===== config.mk =====
export PLATFORM = sky130hd
export DESIGN_NAME = io_tx_bridge
export DESIGN_NICKNAME = d
export VERILOG_FILES = /design/src/rtl/io_tx_bridge_pkg.sv /design/src/rtl/io_fifo.sv /design/src/rtl/io_tx_bridge.sv
export SDC_FILE = /design/constraint.sdc
export NUM_CORES = 1
export LEC_CHECK = 0
export BUFFER_PORTS_ARGS = -buffer_cell sky130_fd_sc_hd__buf_2
export CELL_PAD_IN_SITES_DETAIL_PLACEMENT = 1
export CELL_PAD_IN_SITES_GLOBAL_PLACEMENT = 2
export CORE_ASPECT_RATIO = 0.75
export CORE_MARGIN = 2
export CORE_UTILIZATION = 42
export CTS_CLUSTER_DIAMETER = 60
export DETAILED_ROUTE_END_ITERATION = 16
export PLACE_DENSITY_LB_ADDON = 0.1
export SLEW_MARGIN = 30
export SYNTH_ARGS = -nofsm -noshare
export SYNTH_HDL_FRONTEND = slang
export SYNTH_HIERARCHICAL = 1
export SYNTH_SLANG_ARGS = --single-unit

===== constraint.sdc =====
create_clock -name clk_in -period 3.6 [get_ports clk_in]
set_input_delay 0.18 -clock clk_in [delete_from_list [all_inputs] [get_ports clk_in]]
set_output_delay 0.18 -clock clk_in [all_outputs]
set_load 0.1 [all_outputs]

===== src/rtl/io_tx_bridge_pkg.sv =====
`default_nettype none
// ============================================================================
// Module      : io_tx_bridge_pkg
// Description : Shared IO addresses, stop-FSM encoding and helpers for the
//               CPU-to-UART transmit bridge.
// Revision    : 1.0 - initial release
// ============================================================================
package io_tx_bridge_pkg;

    localparam logic [1:0]  c_io_region    = 2'b11;
    localparam logic [17:0] c_addr_tx_data = 18'h30000;
    localparam logic [17:0] c_addr_stop    = 18'h30004;

    typedef enum logic [1:0] {
        ST_RUN   = 2'd0,
        ST_DRAIN = 2'd1,
        ST_TERM  = 2'd2,
        ST_DONE  = 2'd3
    } stop_state_t;

    function automatic logic [7:0] snapshot_byte(input logic [31:0] snap,
                                                 input logic [1:0]  sel);
        logic [7:0] b;
        case (sel)
            2'd0:    b = snap[7:0];
            2'd1:    b = snap[15:8];
            2'd2:    b = snap[23:16];
            default: b = snap[31:24];
        endcase
        return b;
    endfunction

endpackage
`default_nettype wire


===== src/rtl/io_fifo.sv =====
`default_nettype none
// ============================================================================
// Module      : io_fifo
// Description : First-word fall-through FIFO; head entry is visible on o_head
//               whenever the FIFO is non-empty. Pushes into a full FIFO are
//               dropped unless a pop frees a slot in the same cycle.
// Revision    : 1.0 - initial release
// ============================================================================
module io_fifo #(
    parameter int WIDTH = 8,
    parameter int DEPTH = 16
) (
    input  logic                     clk,
    input  logic                     rst,
    input  logic                     i_push,
    input  logic [WIDTH-1:0]         i_push_data,
    input  logic                     i_pop,
    output logic [WIDTH-1:0]         o_head,
    output logic                     o_empty,
    output logic [$clog2(DEPTH):0]   o_count,
    output logic                     o_drop
);

    localparam int                 c_ptr_w      = $clog2(DEPTH);
    localparam logic [c_ptr_w:0]   c_full_count = (c_ptr_w + 1)'(DEPTH);

    logic [WIDTH-1:0]   r_mem [DEPTH];
    logic [c_ptr_w-1:0] r_wr_ptr;
    logic [c_ptr_w-1:0] r_rd_ptr;
    logic [c_ptr_w:0]   r_count;

    logic w_empty;
    logic w_full;
    logic w_do_pop;
    logic w_do_push;

    assign w_empty   = (r_count == '0);
    assign w_full    = (r_count == c_full_count);
    assign w_do_pop  = i_pop && !w_empty;
    // A pop in the same cycle frees the slot, so a full FIFO still accepts.
    assign w_do_push = i_push && (!w_full || w_do_pop);

    assign o_head  = r_mem[r_rd_ptr];
    assign o_empty = w_empty;
    assign o_count = r_count;
    assign o_drop  = i_push && !w_do_push;

    always_ff @(posedge clk) begin
        if (w_do_push) begin
            r_mem[r_wr_ptr] <= i_push_data;
        end
    end

    always_ff @(posedge clk) begin
        if (rst) begin
            r_wr_ptr <= '0;
            r_rd_ptr <= '0;
            r_count  <= '0;
        end else begin
            if (w_do_push) begin
                r_wr_ptr <= r_wr_ptr + 1'b1;
            end
            if (w_do_pop) begin
                r_rd_ptr <= r_rd_ptr + 1'b1;
            end
            case ({w_do_push, w_do_pop})
                2'b10:   r_count <= r_count + 1'b1;
                2'b01:   r_count <= r_count - 1'b1;
                default: r_count <= r_count;
            endcase
        end
    end

endmodule
`default_nettype wire


===== src/rtl/io_tx_bridge.sv =====
`default_nettype none
// ============================================================================
// Module      : io_tx_bridge
// Description : Memory-mapped CPU bridge feeding a UART transmitter, with a
//               cycle-counter snapshot port and a stop/drain/terminate FSM.
// Revision    : 1.0 - initial release
// ============================================================================
module io_tx_bridge
    import io_tx_bridge_pkg::*;
#(
    parameter int DEPTH       = 16,
    parameter int FULL_MARGIN = 2
) (
    input  logic        clk_in,
    input  logic        rst_in,
    input  logic        rdy_in,
    input  logic [31:0] mem_a,
    input  logic [7:0]  mem_dout,
    input  logic        mem_wr,
    output logic [7:0]  io_din,
    output logic        io_buffer_full,
    output logic [7:0]  tx_data,
    output logic        tx_valid,
    input  logic        tx_ready,
    output logic        program_done,
    output logic        overflow
);

    localparam int                c_cnt_w      = $clog2(DEPTH) + 1;
    localparam logic [c_cnt_w-1:0] c_full_level = c_cnt_w'(DEPTH - FULL_MARGIN);

    stop_state_t r_state;
    logic [31:0] r_cycle;
    logic [31:0] r_snapshot;
    logic [7:0]  r_io_din;
    logic        r_buffer_full;
    logic        r_program_done;
    logic        r_overflow;

    logic [17:0]        w_addr;
    logic               w_io_sel;
    logic               w_rd;
    logic               w_wr_stop;
    logic               w_push;
    logic               w_term_pop;
    logic               w_count_high;
    logic [7:0]         w_fifo_head;
    logic               w_fifo_empty;
    logic [c_cnt_w-1:0] w_fifo_count;
    logic               w_fifo_drop;
    logic               w_unused_addr;

    assign w_addr        = mem_a[17:0];
    assign w_unused_addr = ^mem_a[31:18];
    assign w_io_sel      = rdy_in && (w_addr[17:16] == c_io_region);
    assign w_rd          = w_io_sel && !mem_wr;

    // Once a stop is requested every subsequent CPU write is ignored.
    assign w_wr_stop  = w_io_sel && mem_wr && (w_addr == c_addr_stop) && (r_state == ST_RUN);
    assign w_push     = w_io_sel && mem_wr && (w_addr == c_addr_tx_data)
                        && (mem_dout != 8'h00) && (r_state == ST_RUN);
    assign w_term_pop = (r_state == ST_TERM) && tx_ready;
    assign w_count_high = (w_fifo_count >= c_full_level);

    io_fifo #(
        .WIDTH (8),
        .DEPTH (DEPTH)
    ) u_fifo (
        .clk         (clk_in),
        .rst         (rst_in),
        .i_push      (w_push),
        .i_push_data (mem_dout),
        .i_pop       (tx_ready),
        .o_head      (w_fifo_head),
        .o_empty     (w_fifo_empty),
        .o_count     (w_fifo_count),
        .o_drop      (w_fifo_drop)
    );

    // In TERM the FIFO is empty, so the gated head yields the 0x00 terminator.
    assign tx_valid       = !w_fifo_empty || (r_state == ST_TERM);
    assign tx_data        = w_fifo_empty ? 8'h00 : w_fifo_head;
    assign io_din         = r_io_din;
    assign io_buffer_full = r_buffer_full;
    assign program_done   = r_program_done;
    assign overflow       = r_overflow;

    always_ff @(posedge clk_in) begin
        if (rst_in) begin
            r_cycle    <= '0;
            r_snapshot <= '0;
            r_io_din   <= '0;
        end else begin
            r_cycle <= r_cycle + 32'd1;
            if (w_rd) begin
                case (w_addr)
                    c_addr_stop: begin
                        r_snapshot <= r_cycle;
                        r_io_din   <= r_cycle[7:0];
                    end
                    c_addr_stop + 18'd1: r_io_din <= snapshot_byte(r_snapshot, 2'd1);
                    c_addr_stop + 18'd2: r_io_din <= snapshot_byte(r_snapshot, 2'd2);
                    c_addr_stop + 18'd3: r_io_din <= snapshot_byte(r_snapshot, 2'd3);
                    default:             r_io_din <= 8'h00;
                endcase
            end
        end
    end

    always_ff @(posedge clk_in) begin
        if (rst_in) begin
            r_state        <= ST_RUN;
            r_buffer_full  <= 1'b0;
            r_program_done <= 1'b0;
            r_overflow     <= 1'b0;
        end else begin
            case (r_state)
                ST_RUN:   if (w_wr_stop)    r_state <= ST_DRAIN;
                ST_DRAIN: if (w_fifo_empty) r_state <= ST_TERM;
                ST_TERM:  if (w_term_pop)   r_state <= ST_DONE;
                default:                    r_state <= ST_DONE;
            endcase
            // Follows the next state so the CPU is throttled from the stop onward.
            r_buffer_full <= w_count_high
                             || w_wr_stop
                             || (r_state == ST_DRAIN)
                             || ((r_state == ST_TERM) && !w_term_pop);
            if (w_term_pop) begin
                r_program_done <= 1'b1;
            end
            if (w_fifo_drop) begin
                r_overflow <= 1'b1;
            end
        end
    end

endmodule
`default_nettype wire


==> results_dict.tcl <==
set metrics [dict create \
    gr-usage-met3_pct 2.96 \
    vias 6367 \
    worstPathMaxFanout 6 \
    cts_setup_buffers 0 \
    hold_viol 0 \
    layout-drive-gt1-share_pct 19.9 \
    post_synth_inst_count 704 \
    critPathRequiredTime_ns 4.02 \
    start_util_pct 43.3 \
    post-place-cells 1008 \
    cts.sinks 214 \
    endpoint_kind "register" \
    gp_congestion 0.772 \
    layout_min_cycle_time_ns 3.31 \
    timing.fmax_ghz 0.302 \
    yosys.area_share.xor_xnor_pct 1.61 \
    grt_usage_pct 21.8 \
    path_clk_slew_ns 0.06 \
    netlist.area_leader.share_pct 41.6 \
    synth_mux_area_share_pct 9.00 \
    stdcell_count 1053 \
    hpwl_um 17000 \
    vdd_drop_max_mv 0.328 \
    coreArea_um2 21400 \
    cts_tree "built" \
    clock_latency_ns 0.51 \
    finalSetupViolations 0 \
    final.setup.worst_slack_ns 0.287 \
    maxSlewViolCount 0 \
    synth_warnings 6 \
    skew_ns 0.0104 \
    cts-buffers-inserted 22 \
    clockRootBuffer "clkbuf_16" \
    synth_cell_types 66 \
    hold_class "primary input to register" \
    final_cell_mix "128 x edfxtp_1, 85 x dfxtp_1, 50 x buf_2, 46 x a21oi_1, 35 x o31ai_1" \
    switchingPower_uw 2000 \
    p_leak_uw 0.00350 \
    portBuffers 50 \
    grt_pass1_wl_um 39300 \
    synth.area.top_cells "edfxtp_1 42%, dfxtp_1 19%, mux4_2 7.8%" \
    synth_compound_area_share_pct 10.6 \
    yosysSeqAreaShare_pct 60.2 \
    rows 46 \
    io_pins 65 \
    period_share_pct 92.0 \
    routedWlPerCell_um 23.5 \
    die_w_um 175 \
    grt_pass1_vias 6553 \
    synth-async-reset-ratio_pct 0 \
    power.internal_uw 4330 \
    synthToLayoutAreaGrowth_pct 13.6 \
    pwr-share-clk_pct 35.2 \
    routed_via_density 6.05 \
    synth_enable_flop_cells 128 \
    tns_ns 0 \
    synth_flop_cell "edfxtp_1" \
    critPathLaunchType "primary input" \
    cpPeakStageDelay_ns 0.51 \
    relSlewSlack_pct 37.4 \
    antenna_found_initial 0 \
    synthAdderAreaFrac_pct 1.43 \
    ant_nets 0 \
    synth_seq_cells 214 \
    grt_util_met2_pct 32.9 \
    seqPwrFrac_pct 42.2 \
    crit_type "primary input to register" \
    rsz0062_at_grt "false" \
    die-area_um2 23200 \
    busiest_layer "met1" \
    drt_wl_total_um 24700 \
    syn_nets 759 \
    worst_pin_slew_ns 0.938 \
    drc 0 \
    crit_chain "dlygate4sd3_1, buf_2, nor4_1, buf_4, a2111oi_1, and4b_1, nand2b_1, a21o_1, inv_1, ha_1, nor2b_1, o22a_1, or4_1, a41oi_1" \
    place_ws_ns 0.0897 \
    drv_cap 0 \
    place_area_um2 9750 \
    yosys.area.top_type "edfxtp_1" \
    final_common_cell "edfxtp_1" \
    synth-simple-area-share_pct 14.4 \
    max-clock-path-buffers 3 \
    synth.avg_cell_area_um2 13.1 \
    pwr-share-comb_pct 22.6 \
    synth_top_family_by_area "simple AND/OR/NAND/NOR gates" \
    drtPass1Iterations 5 \
    met1_usage_pct 33.5 \
    cp_slowest_cell "dlygate4sd3_1" \
    fin_util_pct 49.2 \
    drt_iter0_markers 410 \
    fin_nets 805 \
    power_density_nw_per_um2 602 \
    synth_area_um2 9250 \
    grt-ovfl-total 0 \
    htreeDepth 1 \
    die_h_um 133 \
    status "completed" \
    antenna_cells 0 \
    grt_max_degree 33 \
    fin_area_um2 10500 \
    arrival_ns 3.73 \
    switching_share_pct 31.6 \
]
-- path summary, 6_finish.rpt --
| check | startpoint | endpoint | slack (ns) | depth (start not counted) |
|---|---|---|---|---|
| worst max register to register | r_state[0]$_SDFFE_PP0P_ | u_fifo/o_count[4]$_SDFFE_PP0P_ | 0.50 | 10 |
| worst max-delay path | mem_dout[7] | u_fifo/o_count[4]$_SDFFE_PP0P_ | 0.29 | 14 |
| worst min-delay path | mem_a[2] | r_state[0]$_SDFFE_PP0P_ | 0.02 | 3 |
| worst min register to register | io_din[4]$_SDFFE_PP0P_ | io_din[4]$_SDFFE_PP0P_ | 0.46 | 2 |
-- logic make-up after synthesis --
| family | after synthesis |
|---|---|
| and+or+nand+nor | 216 |
| DFF | 214 |
| AOI/OAI and AO/OA | 148 |
| buffers and inverters | 57 |
| muxes | 42 |
| xor gates and xnor gates | 17 |
| adders and majority gates | 10 |
-- power by group through the flow --
| stage | combinational (uW) | sequential [uW] | clock (uW) |
|---|---|---|---|
| after CTS | 1440 | 2670 | 2280 |
| after floorplan | 1150 | 2720 | 0 |
| after detailed placement | 1420 | 2720 | 0 |
| after global routing | 1520 | 2680 | 2370 |
| after global placement | 1400 | 2720 | 0 |
| final | 1430 | 2670 | 2230 |
-- synth_stat cells, types with 5 or more instances --
cell type	instances
a21oi_1	46
nand3_1	15
a222oi_1	8
nor2_1	31
dfxtp_1	86
or4_1	14
and2_1	14
and3_1	8
or3_1	5
nor3_1	5
edfxtp_1	128
mux2_2	8
nor4_1	5
nor2b_1	18
and4_1	9
o31ai_1	35
xor2_1	13
buf_2	12
nand4_1	31
inv_1	8
clkbuf_1	27
o211ai_1	5
o21ai_0	16
nand2_1	34
a22oi_1	16
mux4_2	32
ha_1	9
-- flip-flops by register name, indices dropped and copies added (netlist names), named ones only --
| name | count |
|---|---|
| io_buffer_full | 1 |
| io_din | 8 |
| overflow | 1 |
| program_done | 1 |
| r_cycle | 32 |
| r_snapshot | 24 |
| r_state | 2 |
| u_fifo/o_count | 5 |
| u_fifo/r_mem | 128 |
| u_fifo/r_rd_ptr | 4 |
| u_fifo/r_wr_ptr | 4 |
-- routing by layer --
layer	vias to the layer above	share of wire [%]	routed length (um)
li1	2862	-	-
met1	3328	49	12200
met2	142	45	11000
met3	35	4.1	1010
met4	0	1.8	434
met5	-	0	0
-- final cells by class --
class | count | area, um^2
fillers | 2169 | 10800
multi-input cells | 433 | 3430
clock buffers | 31 | 606
clock inverters | 8 | 88.8
flip-flops and latches | 214 | 5570
repair buffers | 71 | 424
well taps | 288 | 360
inverters | 8 | 30.0
-- worst max-delay path, delay by kind of cell --
kind / cells / cell delay (ns)
AOI/OAI and AO/OA: 4 / 1.09
adders and majority gates: 1 / 0.33
buffers and inverters: 4 / 0.95
and+or+nand+nor: 5 / 1.18
-- metrics by stage --
step,power [uW],hold WS [ns]
2_1_floorplan,3880,0.279
3_3_place_gp,4120,0.431
3_5_place_dp,4150,0.433
4_1_cts,6380,0.00476
5_1_grt,6560,0.0223
6_report,6330,0.0175
-- timing repair --
action / 4_1_cts / 5_1_grt
hold buffers: 5 / 0
resized for setup: 0 / 1
setup endpoints to repair: 0 / 1
endpoints found under the hold margin: 9 / 0
(Power assumes the default switching activity.)
